[src/rtl/cpu_seq_pkg.sv]
// cpu_seq shared definitions: FSM state encodings, nop, trap causes.
// Trap support is built only with CPU_SEQ_TRAP_EN defined.
package cpu_pkg;

  typedef enum logic [2:0] {
    S_FETCH  = 3'd0,
    S_DECODE = 3'd1,
    S_EXEC   = 3'd2,
    S_MEM    = 3'd3,
    S_WB     = 3'd4,
    S_TRAP   = 3'd5
  } state_t;

  localparam logic [31:0] NOP_INSTR = 32'h0000_0013;

  localparam logic [3:0] CAUSE_MISALIGN = 4'd0;
  localparam logic [3:0] CAUSE_ILLEGAL  = 4'd2;

endpackage

[src/rtl/cpu_seq_if.sv]
// Memory-manager side of the sequencer: fetch and data handshakes.
// master = sequencer, slave = memory manager.
interface cpu_seq_if #(
  parameter int XLEN = 32
) ();

  logic            imem_req;
  logic [XLEN-1:0] imem_addr;
  logic            imem_ack;
  logic [31:0]     imem_rdata;
  logic            dmem_req;
  logic            dmem_ack;

  modport master (
    output imem_req,
    output imem_addr,
    output dmem_req,
    input  imem_ack,
    input  imem_rdata,
    input  dmem_ack
  );

  modport slave (
    input  imem_req,
    input  imem_addr,
    input  dmem_req,
    output imem_ack,
    output imem_rdata,
    output dmem_ack
  );

endinterface

[src/rtl/cpu_seq_pc_unit.sv]
// Program counter: sequential/branch advance in WB, redirect on trap.
// Taken targets are word-aligned by dropping bits [1:0].
module pc_unit #(
  parameter int              XLEN         = 32,
  parameter logic [XLEN-1:0] RESET_VECTOR = '0,
  parameter logic [XLEN-1:0] TRAP_VECTOR  = XLEN'(32'h0000_0100)
) (
  input  logic            clk,
  input  logic            rst,
  input  logic            adv,
  input  logic            trap,
  input  logic            taken_branch,
  input  logic [XLEN-1:0] target,
  output logic [XLEN-1:0] pc
);

  logic [XLEN-1:0] pc_q;
  logic [XLEN-1:0] tgt_al;
  logic [XLEN-1:0] next_pc;

  assign tgt_al = target & ~XLEN'(3);

  // select the next pc; pc+4 wraps naturally
  always_comb begin
    next_pc = pc_q;
    if (trap)
      next_pc = TRAP_VECTOR;
    else if (adv)
      next_pc = taken_branch ? tgt_al
                             : pc_q + XLEN'(4);
  end

  // pc register
  always_ff @(posedge clk) begin
    if (rst)
      pc_q <= RESET_VECTOR;
    else
      pc_q <= next_pc;
  end

  assign pc = pc_q;

endmodule

[src/rtl/cpu_seq.sv]
// Multi-cycle control sequencer with handshake-stalled fetch/mem.
// Define CPU_SEQ_TRAP_EN to enable illegal/misaligned traps.
module cpu_seq
  import cpu_pkg::*;
#(
  parameter int              XLEN         = 32,
  parameter logic [XLEN-1:0] RESET_VECTOR = '0,
  parameter logic [XLEN-1:0] TRAP_VECTOR  = XLEN'(32'h0000_0100),
  parameter int              CNT_W        = 32
) (
  input  logic             CLK100MHZ,
  input  logic             rst,
  cpu_seq_if.master        bus,
  output logic [31:0]      instr,
  input  logic             is_load,
  input  logic             is_store,
  input  logic             rd_en,
  input  logic [4:0]       rd,
  input  logic             illegal,
  input  logic             taken_branch,
  input  logic [XLEN-1:0]  target,
  output logic             rf_we,
  output logic [2:0]       state,
  output logic [XLEN-1:0]  pc,
  output logic [CNT_W-1:0] retired,
  output logic [XLEN-1:0]  mepc,
  output logic [3:0]       mcause
);

  state_t           state_q;
  logic [31:0]      instr_q;
  logic [CNT_W-1:0] retired_q;
  logic             trap_hit;

`ifdef CPU_SEQ_TRAP_EN
  logic [XLEN-1:0] mepc_q;
  logic [3:0]      mcause_q;

  assign trap_hit = illegal
                  | (taken_branch & (|target[1:0]));

  // trap CSRs: cause chosen in EXEC, epc taken in TRAP
  always_ff @(posedge CLK100MHZ) begin
    if (rst) begin
      mepc_q   <= '0;
      mcause_q <= '0;
    end else begin
      if (state_q == S_EXEC && trap_hit)
        mcause_q <= illegal ? CAUSE_ILLEGAL
                            : CAUSE_MISALIGN;
      if (state_q == S_TRAP)
        mepc_q <= pc;
    end
  end

  assign mepc   = mepc_q;
  assign mcause = mcause_q;
`else
  logic unused_illegal;

  assign unused_illegal = illegal;
  assign trap_hit       = 1'b0;
  assign mepc           = '0;
  assign mcause         = '0;
`endif

  // sequencer FSM, instruction latch and retire counter
  always_ff @(posedge CLK100MHZ) begin
    if (rst) begin
      state_q   <= S_FETCH;
      instr_q   <= NOP_INSTR;
      retired_q <= '0;
    end else begin
      case (state_q)
        S_FETCH:
          if (bus.imem_ack) begin
            instr_q <= bus.imem_rdata;
            state_q <= S_DECODE;
          end
        S_DECODE:
          state_q <= S_EXEC;
        S_EXEC:
          if (trap_hit)
            state_q <= S_TRAP;
          else if (is_load | is_store)
            state_q <= S_MEM;
          else
            state_q <= S_WB;
        S_MEM:
          if (bus.dmem_ack)
            state_q <= S_WB;
        S_WB: begin
          retired_q <= retired_q + CNT_W'(1);
          state_q   <= S_FETCH;
        end
        default:
          state_q <= S_FETCH;
      endcase
    end
  end

  pc_unit #(
    .XLEN         (XLEN),
    .RESET_VECTOR (RESET_VECTOR),
    .TRAP_VECTOR  (TRAP_VECTOR)
  ) u_pc (
    .clk          (CLK100MHZ),
    .rst          (rst),
    .adv          (state_q == S_WB),
    .trap         (state_q == S_TRAP),
    .taken_branch (taken_branch),
    .target       (target),
    .pc           (pc)
  );

  assign bus.imem_req  = (state_q == S_FETCH) & ~rst;
  assign bus.dmem_req  = (state_q == S_MEM) & ~rst;
  assign bus.imem_addr = pc;

  assign rf_we = (state_q == S_WB) & rd_en
               & (|rd) & ~rst;

  assign instr   = instr_q;
  assign state   = state_q;
  assign retired = retired_q;

endmodule

[src/flat_wrapper.sv]
// flat-port wrapper written by rule: the top's interface ports become plain ports
module cpu_seq_flat import cpu_pkg::*;
#(
  parameter int              XLEN         = 32,
  parameter logic [XLEN-1:0] RESET_VECTOR = '0,
  parameter logic [XLEN-1:0] TRAP_VECTOR  = XLEN'(32'h0000_0100),
  parameter int              CNT_W        = 32
)
  (CLK100MHZ, rst, instr, is_load, is_store, rd_en, rd, illegal, taken_branch, target, rf_we, state, pc, retired, mepc, mcause, bus_imem_req, bus_imem_addr, bus_dmem_req, bus_imem_ack, bus_imem_rdata, bus_dmem_ack);
  cpu_seq_if #(.XLEN(XLEN)) bus_i ();
  input  logic CLK100MHZ;
  input  logic rst;
  output logic [31:0] instr;
  input  logic is_load;
  input  logic is_store;
  input  logic rd_en;
  input  logic [4:0] rd;
  input  logic illegal;
  input  logic taken_branch;
  input  logic [XLEN-1:0] target;
  output logic rf_we;
  output logic [2:0] state;
  output logic [XLEN-1:0] pc;
  output logic [CNT_W-1:0] retired;
  output logic [XLEN-1:0] mepc;
  output logic [3:0] mcause;
  output wire logic [$bits(bus_i.imem_req)-1:0] bus_imem_req;
  output wire logic [$bits(bus_i.imem_addr)-1:0] bus_imem_addr;
  output wire logic [$bits(bus_i.dmem_req)-1:0] bus_dmem_req;
  input wire logic [$bits(bus_i.imem_ack)-1:0] bus_imem_ack;
  input wire logic [$bits(bus_i.imem_rdata)-1:0] bus_imem_rdata;
  input wire logic [$bits(bus_i.dmem_ack)-1:0] bus_dmem_ack;
  assign bus_imem_req = bus_i.imem_req;
  assign bus_imem_addr = bus_i.imem_addr;
  assign bus_dmem_req = bus_i.dmem_req;
  assign bus_i.imem_ack = bus_imem_ack;
  assign bus_i.imem_rdata = bus_imem_rdata;
  assign bus_i.dmem_ack = bus_dmem_ack;
  cpu_seq #(.XLEN(XLEN), .RESET_VECTOR(RESET_VECTOR), .TRAP_VECTOR(TRAP_VECTOR), .CNT_W(CNT_W)) u_core (.CLK100MHZ(CLK100MHZ), .rst(rst), .bus(bus_i), .instr(instr), .is_load(is_load), .is_store(is_store), .rd_en(rd_en), .rd(rd), .illegal(illegal), .taken_branch(taken_branch), .target(target), .rf_we(rf_we), .state(state), .pc(pc), .retired(retired), .mepc(mepc), .mcause(mcause));
endmodule
[config.mk]
export PLATFORM = sky130hd
export DESIGN_NAME = cpu_seq_flat
export DESIGN_NICKNAME = d
export VERILOG_FILES = /design/src/rtl/cpu_seq_pkg.sv /design/src/rtl/cpu_seq_if.sv /design/src/rtl/cpu_seq_pc_unit.sv /design/src/rtl/cpu_seq.sv /design/src/flat_wrapper.sv
export SDC_FILE = /design/constraint.sdc
export NUM_CORES = 1
export LEC_CHECK = 0
export ABC_AREA = 1
export BUFFER_PORTS_ARGS = -buffer_cell sky130_fd_sc_hd__buf_2
export CAP_MARGIN = 20
export CORE_MARGIN = 2
export CORE_UTILIZATION = 23
export CTS_CLUSTER_SIZE = 10
export DETAILED_ROUTE_END_ITERATION = 8
export HOLD_SLACK_MARGIN = 0.12
export PLACE_DENSITY_LB_ADDON = 0.05
export SLEW_MARGIN = 10
export SYNTH_ARGS = -nofsm -noshare
export SYNTH_HDL_FRONTEND = slang
export SYNTH_HIERARCHICAL = 1
export SYNTH_SLANG_ARGS = --single-unit
[constraint.sdc]
create_clock -name CLK100MHZ -period 2 [get_ports CLK100MHZ]
set_clock_uncertainty 0.15 [all_clocks]
set_input_delay 0.3 -clock CLK100MHZ [delete_from_list [all_inputs] [get_ports CLK100MHZ]]
set_output_delay 0.3 -clock CLK100MHZ [all_outputs]
set_load 0.05 [all_outputs]
==> flow_metrics.py, run 1 <==
metrics = {
    "worst_setup_path": {
        "end_kind": "primary output",
        "cp.arrival_ns": 1.42,
        "reg2regPathDepth": 8,
        "path_max_fanout": 4,
        "critPathLaunchType": "flip-flop",
        "cp.required_ns": 1.55,
        "critPathLaunch": "u_core/state[0]",
        "crit_type": "flip-flop to primary output",
        "reg2reg_from": "u_core/state[1]",
    },
    "clocking": {
        "cts_max_level": 3,
        "numCtsBuffers": 9,
        "clkSinkCount": 99,
        "clock_latency_ns": 0.36,
        "cts.path.max_buffers": 2,
        "clockRootBuffer": "clkbuf_16",
        "cts_tree": "yes",
        "path_clk_slew_ns": 0.09,
    },
    "power_and_ir_drop": {
        "clkPwrFrac_pct": 32.2,
        "p_comb_share_pct": 29.4,
        "ir_worst_vdd_v": 0.000528,
        "swShare_pct": 40.5,
        "power_density_nw_per_um2": 730,
        "internal_power_mw": 3.46,
        "power.share.sequential_pct": 38.4,
        "p_switching_mw": 2.35,
        "power_leakage_nw": 3.84,
    },
    "layout": {
        "multi_input_area_um2": 3080,
        "fillers": 2910,
        "area_delta_synth_final_pct": 34.3,
        "stdcell_area_um2": 7950,
        "num-nets-final": 1248,
        "drive_above_1_share_pct": 26.1,
        "antennaDiodeCount": 0,
        "register_area_um2": 1990,
        "stdcell_count": 1503,
        "utilization_pct": 31.5,
    },
    "sta": {
        "slew_violations": 0,
        "period_share_pct": 93.3,
        "relSlewSlack_pct": 64.0,
        "tightest_slew_ns": 0.539,
        "rsz0062_at_grt": "false",
        "setup_ws_ns": 0.133,
        "hold_viol_final": 0,
        "fin_crit_ns": 1.87,
        "fmax_mhz": 536,
        "tns_ns": 0,
        "setup_viol": 0,
    },
    "min_path": {
        "hold_start": "rst",
        "hold_path.class": "input port to flip-flop",
        "min_path_cells": 2,
    },
    "synthesis": {
        "yosysSeqAreaShare_pct": 33.5,
        "synth_edf_count": 0,
        "post_synth.cell_area_avg_um2": 6.41,
        "synthFlopType": "dfxtp_1",
        "async_reset_ff_share_pct": 0,
        "yosys_register_bits": 99,
        "yosys_warnings": 6,
        "syn_area_um2": 5920,
        "ys_types": 34,
        "netlist_instances": 923,
    },
    "job": {
        "cap_violations": 0,
    },
    "drt": {
        "drc_errors": 0,
        "drt-total-wl_um": 21300,
        "drt-wirelength-per-cell_um": 14.2,
        "ant_nets": 0,
        "viasPerCell": 4.22,
        "first_iter_violations": 331,
        "first_pass_iters": 4,
        "vias": 6343,
    },
    "die": {
        "start_util_pct": 23.4,
        "fp-row-count": 58,
        "die-area_um2": 27000,
        "die_w_um": 164,
        "core_area_um2": 25300,
        "num_io_pins": 248,
        "die-height_um": 164,
    },
    "grt": {
        "grtUsageTotal_pct": 15.8,
        "grt_max_degree": 44,
        "grt_pass1_wl_um": 32800,
        "grt_pass1_vias": 5949,
        "antenna_found_initial": 2,
        "overflow": 0,
    },
    "place": {
        "pre_cts_ws_ns": 0.137,
        "io_buffers": 208,
        "post_dp_cell_area_um2": 7150,
        "dp.final_hpwl_um": 16400,
        "routabilityCongestion": 0.797,
        "place_inst": 1438,
    },
    "run_status": {
        "status": "completed",
    },
}
state kept, by name (all words and copies together) (netlist names):
| name | flops |
|---|---|
| u_core/u_pc/pc | 32 |
| u_core/retired | 32 |
| u_core/state | 3 |
| u_core/instr | 32 |
cells in the mapped netlist (5+ instances only):
cell | count | area share [%]
nand2_1 | 224 | 14
nor2_1 | 168 | 11
dfxtp_1 | 99 | 33
inv_1 | 92 | 5.8
nand3_1 | 73 | 6.2
buf_4 | 69 | 8.7
o21ai_0 | 54 | 4.6
a21oi_1 | 32 | 2.7
nand4_1 | 12 | 1.3
clkbuf_1 | 11 | 0.70
nor2_2 | 11 | 1.2
buf_2 | 9 | 0.76
nand3b_1 | 7 | 0.89
a31oi_1 | 6 | 0.63
nor2_4 | 6 | 1.1
inv_2 | 5 | 0.32
path summary, 6_finish.rpt:
| check | slack, ns | to |
|---|---|---|
| worst min register to register | 0.31 | u_core/instr[4] |
| worst max-delay path | 0.13 | bus_dmem_req |
| worst min-delay path | 0.14 | u_core/retired[7] |
| worst max register to register | 0.15 | u_core/u_pc/pc[30] |
critical path, cell delays in order (launching register included):
cell     delay, ns
dfxtp_2       0.41
inv_1         0.09
nor2_1        0.13
nand2_1       0.11
nor2_2        0.09
buf_4         0.21
placed cells by master (no fill, tap or decap), drive strengths merged:
cell type      n
buf          246
nand2        232
nor2         188
inv          100
dfxtp         99
nand3         74
o21ai         54
dlygate4sd3   46
conb          36
a21oi         35
nand4         12
clkbuf         9
nand3b         7
a31oi          6
nor3           4
a211oi         4
o211ai         4
clkinv         4
o221ai         3
and2           2
xor2           2
ha             2
o21bai         2
a22o           1
a311oi         1
cells by family (layout without fill, tap and decap cells):
logic type | after synthesis | in the layout | synth area share [%]
AOI/OAI and AO/OA | 110 | 110 | 10.4
xor gates and xnor gates | 2 | 2 | 0.296
adders and majority gates | 2 | 2 | 0.423
buffers and inverters | 190 | 405 | 17.0
DFF | 99 | 99 | 33.5
other | 1 | 36 | 0.0633
and+or+nand+nor | 519 | 519 | 38.4
timing repair:
action                                 4_1_cts  5_1_grt
pin swaps                                    1        0
hold buffers                                46        0
cloned                                       0        0
setup endpoints to repair                    1        5
endpoints found under the hold margin       45        0
resized for setup                            1        5
buffers inserted                             3        0
power by group through the flow:
stage | clock network [mW] | logic [mW] | registers (mW)
finish | 1.87 | 1.71 | 2.23
detailed placement | 0 | 1.65 | 2.28
CTS | 1.96 | 1.73 | 2.23
global placement | 0 | 1.65 | 2.28
global route | 2.01 | 1.84 | 2.26
floorplan | 0 | 0.731 | 2.84
through the flow:
step | power, mW | hold WS (ns)
4_1_cts | 5.93 | 0.124
3_5_place_dp | 3.93 | 0.288
5_1_grt | 6.11 | 0.148
6_report | 5.81 | 0.140
2_1_floorplan | 3.57 | 0.219
3_3_place_gp | 3.93 | 0.286
cell type report:
class / instances / share of cell area [%]
clock buffer: 9 / 2.83
multi-input combinational: 669 / 38.7
sequential: 99 / 25.0
inverter: 97 / 4.61
timing repair buffer: 292 / 22.7
tap: 330 / 5.19
clock inverter: 7 / 1.02
per-layer routing:
metal	global-route usage, %	wire length, um	vias to the layer above	part of all wire (%)
li1	-	-	3320	-
met1	19.8	9440	2843	44
met2	27.3	10400	159	49
met3	3.47	1250	17	5.8
met4	4.35	252	4	1.2
met5	0	23	-	0.11
No activity file was read; power rests on OpenSTA's default activity.
==> inputs of run 2 (changes only) <==
- ABC_AREA: 1 -> unset
==> flow_metrics.py, run 2 <==
metrics = {
    "layout": {
        "num-nets-final": 1101,
        "final_common_cell": "buf_2",
        "fillers": 2430,
        "area_delta_synth_final_pct": 61.8,
        "stdcell_area_um2": 8810,
        "register_area_um2": 2080,
        "layout_common_cells": "buf_2 (207), nand2_1 (108), buf_4 (101)",
        "multi_input_area_um2": 3330,
        "utilization_pct": 37.8,
        "drive_above_1_share_pct": 47.3,
    },
    "run_status": {
        "status": "finished with violations",
        "violations": "negative setup slack",
    },
    "synthesis": {
        "yosysTopAreaCell": "dfxtp_1",
        "yosys_warnings": 6,
        "synth.most_common_cell": "nand2_1",
        "netlist_instances": 703,
        "synthTopCellsByArea": "dfxtp_1 (36%), buf_4 (9.5%), nand2_1 (7.7%)",
        "synth-compound-area-share_pct": 16.6,
        "yosysSeqAreaShare_pct": 36.4,
        "syn_area_um2": 5450,
        "async_reset_ff_share_pct": 0,
        "ys_types": 61,
        "synth_fa_ha_area_share_pct": 0.459,
        "post_synth.cell_area_avg_um2": 7.75,
        "synth-xor-area-share_pct": 1.77,
        "synth_top_family_by_area": "simple AND/OR/NAND/NOR gates",
        "yosys.area_share.simple_pct": 28.5,
        "synth_edf_count": 0,
        "synth_mux_area_share_pct": 2.34,
        "yosys_register_bits": 99,
        "synth_top_area_share_pct": 36.4,
        "synthTopCellsByCount": "nand2_1 (112), dfxtp_1 (99), buf_4 (69)",
        "synthFlopType": "dfxtp_1",
    },
    "sta": {
        "slew_violations": 0,
        "period_share_pct": 112,
        "setup_ws_ns": -0.231,
        "fmax_mhz": 448,
        "setup_viol": 26,
        "hold_viol_final": 0,
        "tns_ns": -3.30,
        "fin_crit_ns": 2.23,
        "rsz0062_at_grt": "true",
    },
    "die": {
        "start_util_pct": 23.3,
        "core_area_um2": 23300,
        "die_w_um": 158,
        "num_io_pins": 248,
        "die-area_um2": 24900,
        "fp-row-count": 56,
        "die-height_um": 158,
    },
    "worst_setup_path": {
        "cp.required_ns": 2.14,
        "critical_path.max_stage_delay_ns": 0.62,
        "cp_cell_sequence": "or3b_4, or4_4, or4_1, a21oi_1",
        "end_kind": "flip-flop",
        "cp.arrival_ns": 2.37,
        "crit_type": "flip-flop to flip-flop",
        "slowest_stage": "or4_4",
        "path_max_fanout": 6,
        "crit_buf_inv": 0,
        "cpLargestDelayFamily": "simple AND/OR/NAND/NOR gates",
        "critPathLaunchType": "flip-flop",
    },
    "place": {
        "post_dp_cell_area_um2": 7430,
        "dp.final_hpwl_um": 15100,
        "io_buffers": 208,
        "routabilityCongestion": 0.825,
    },
    "power_and_ir_drop": {
        "power_leakage_nw": 3.89,
        "p_comb_share_pct": 20.7,
        "internal_power_mw": 3.19,
        "ir_worst_vdd_v": 0.000341,
        "swShare_pct": 33.0,
        "p_switching_mw": 1.57,
        "p_total_mw": 4.77,
        "power_density_nw_per_um2": 541,
        "clkPwrFrac_pct": 36.4,
        "power.share.sequential_pct": 42.9,
    },
    "drt": {
        "drt-wirelength-per-cell_um": 15.8,
        "wl_met3_um": 1380,
        "vias": 6196,
        "drc_errors": 0,
        "first_pass_iters": 4,
        "highest_layer": "met4",
        "met1_length_um": 9380,
        "wl_met2_um": 10100,
        "viasPerCell": 4.60,
        "first_iter_violations": 303,
        "drt-total-wl_um": 21300,
        "ant_nets": 0,
    },
    "clocking": {
        "clockRootBuffer": "clkbuf_16",
        "clkSinkCount": 99,
        "cts_tree": "yes",
        "cts_max_level": 3,
        "cts.path.max_buffers": 2,
        "numCtsBuffers": 9,
        "path_clk_slew_ns": 0.07,
        "clock_latency_ns": 0.35,
    },
    "grt": {
        "grt_pass1_wl_um": 32100,
        "overflow": 0,
        "antenna_found_initial": 1,
        "grt_pass1_vias": 6133,
        "grt_max_degree": 52,
        "grtUsageTotal_pct": 16.4,
    },
    "min_path": {
        "hold_path.class": "input port to flip-flop",
    },
    "job": {
        "cap_violations": 0,
    },
}
==> run 2: cell types whose count changed in the layout (fill, tap and decap cells not counted), sizes merged, moves of 15 or more <==
cell   delta
buf      +91
nor4     +15
nand3    -44
nand2   -120
o21ai    -26
inv      -88
a21oi    +29
nor2    -146
==> run 2: path summary, 6_finish.rpt <==
path,from,to,slack (ns),depth (start not counted)
max,u_core/state[1],u_core/retired[28],-0.23,4
min,target[21],u_core/u_pc/pc[21],0.13,5
max reg2reg,u_core/state[1],u_core/retired[28],-0.23,4
min reg2reg,u_core/instr[8],u_core/instr[8],0.31,2
==> run 2: area by class of cell <==
class / count / share of cell area (%)
multi-input combinational: 519 / 37.8
timing repair buffer: 381 / 30.3
sequential: 99 / 23.6
tap: 319 / 4.53
clock buffer: 11 / 2.75
inverter: 11 / 0.596
clock inverter: 5 / 0.412
antenna: 2 / 0.0568
==> run 2: worst min-delay path: stages <==
cell     delay [ns]
buf_2          0.10
nand2_1        0.05
nand2_1        0.04
nand2_1        0.06
o21ai_1        0.05
==> run 2: what timing repair did <==
item,in CTS,in global routing
buffers inserted,6,7
setup endpoints to repair,54,52
pin swaps,3,35
hold buffers,42,0
gates resized for setup,28,98
endpoints found under the hold margin,42,0
cloned,1,3
==> run 2: routing by layer <==
layer / vias to the layer above / track usage, %
li1: 3058 / -
met1: 2894 / 20.8
met2: 223 / 27.6
met3: 21 / 3.50
met4: 0 / 5.67
met5: - / 0
==> run 2: power groups by stage <==
stage	sequential, mW	combinational [mW]	clock [mW]
6_report	2.04	0.989	1.74
5_1_grt	2.05	1.06	1.89
4_1_cts	2.04	0.966	1.82
3_5_place_dp	2.09	0.894	0
3_3_place_gp	2.09	0.889	0
2_1_floorplan	2.31	0.463	0
==> run 2: cell families (layout without fill, tap and decap cells) <==
logic type / after synthesis / after routing
compound gates: 151 / 151
xor+xnor: 11 / 11
fa+ha+maj: 2 / 2
buf+inv: 122 / 408
flops: 99 / 99
mux: 12 / 12
other cells: 1 / 38
simple gates: 305 / 307
==> run 2: stage by stage <==
| stage | hold WS [ns] | std cells | worst slack (ns) |
|---|---|---|---|
| 2_1_floorplan | 0.274 | 738 | -0.443 |
| 3_3_place_gp | 0.291 | 1271 | -0.227 |
| 3_5_place_dp | 0.294 | 1271 | -0.272 |
| 4_1_cts | 0.128 | 1336 | -0.250 |
| 5_1_grt | 0.140 | 1345 | -0.323 |
| 6_report | 0.134 | 1347 | -0.231 |
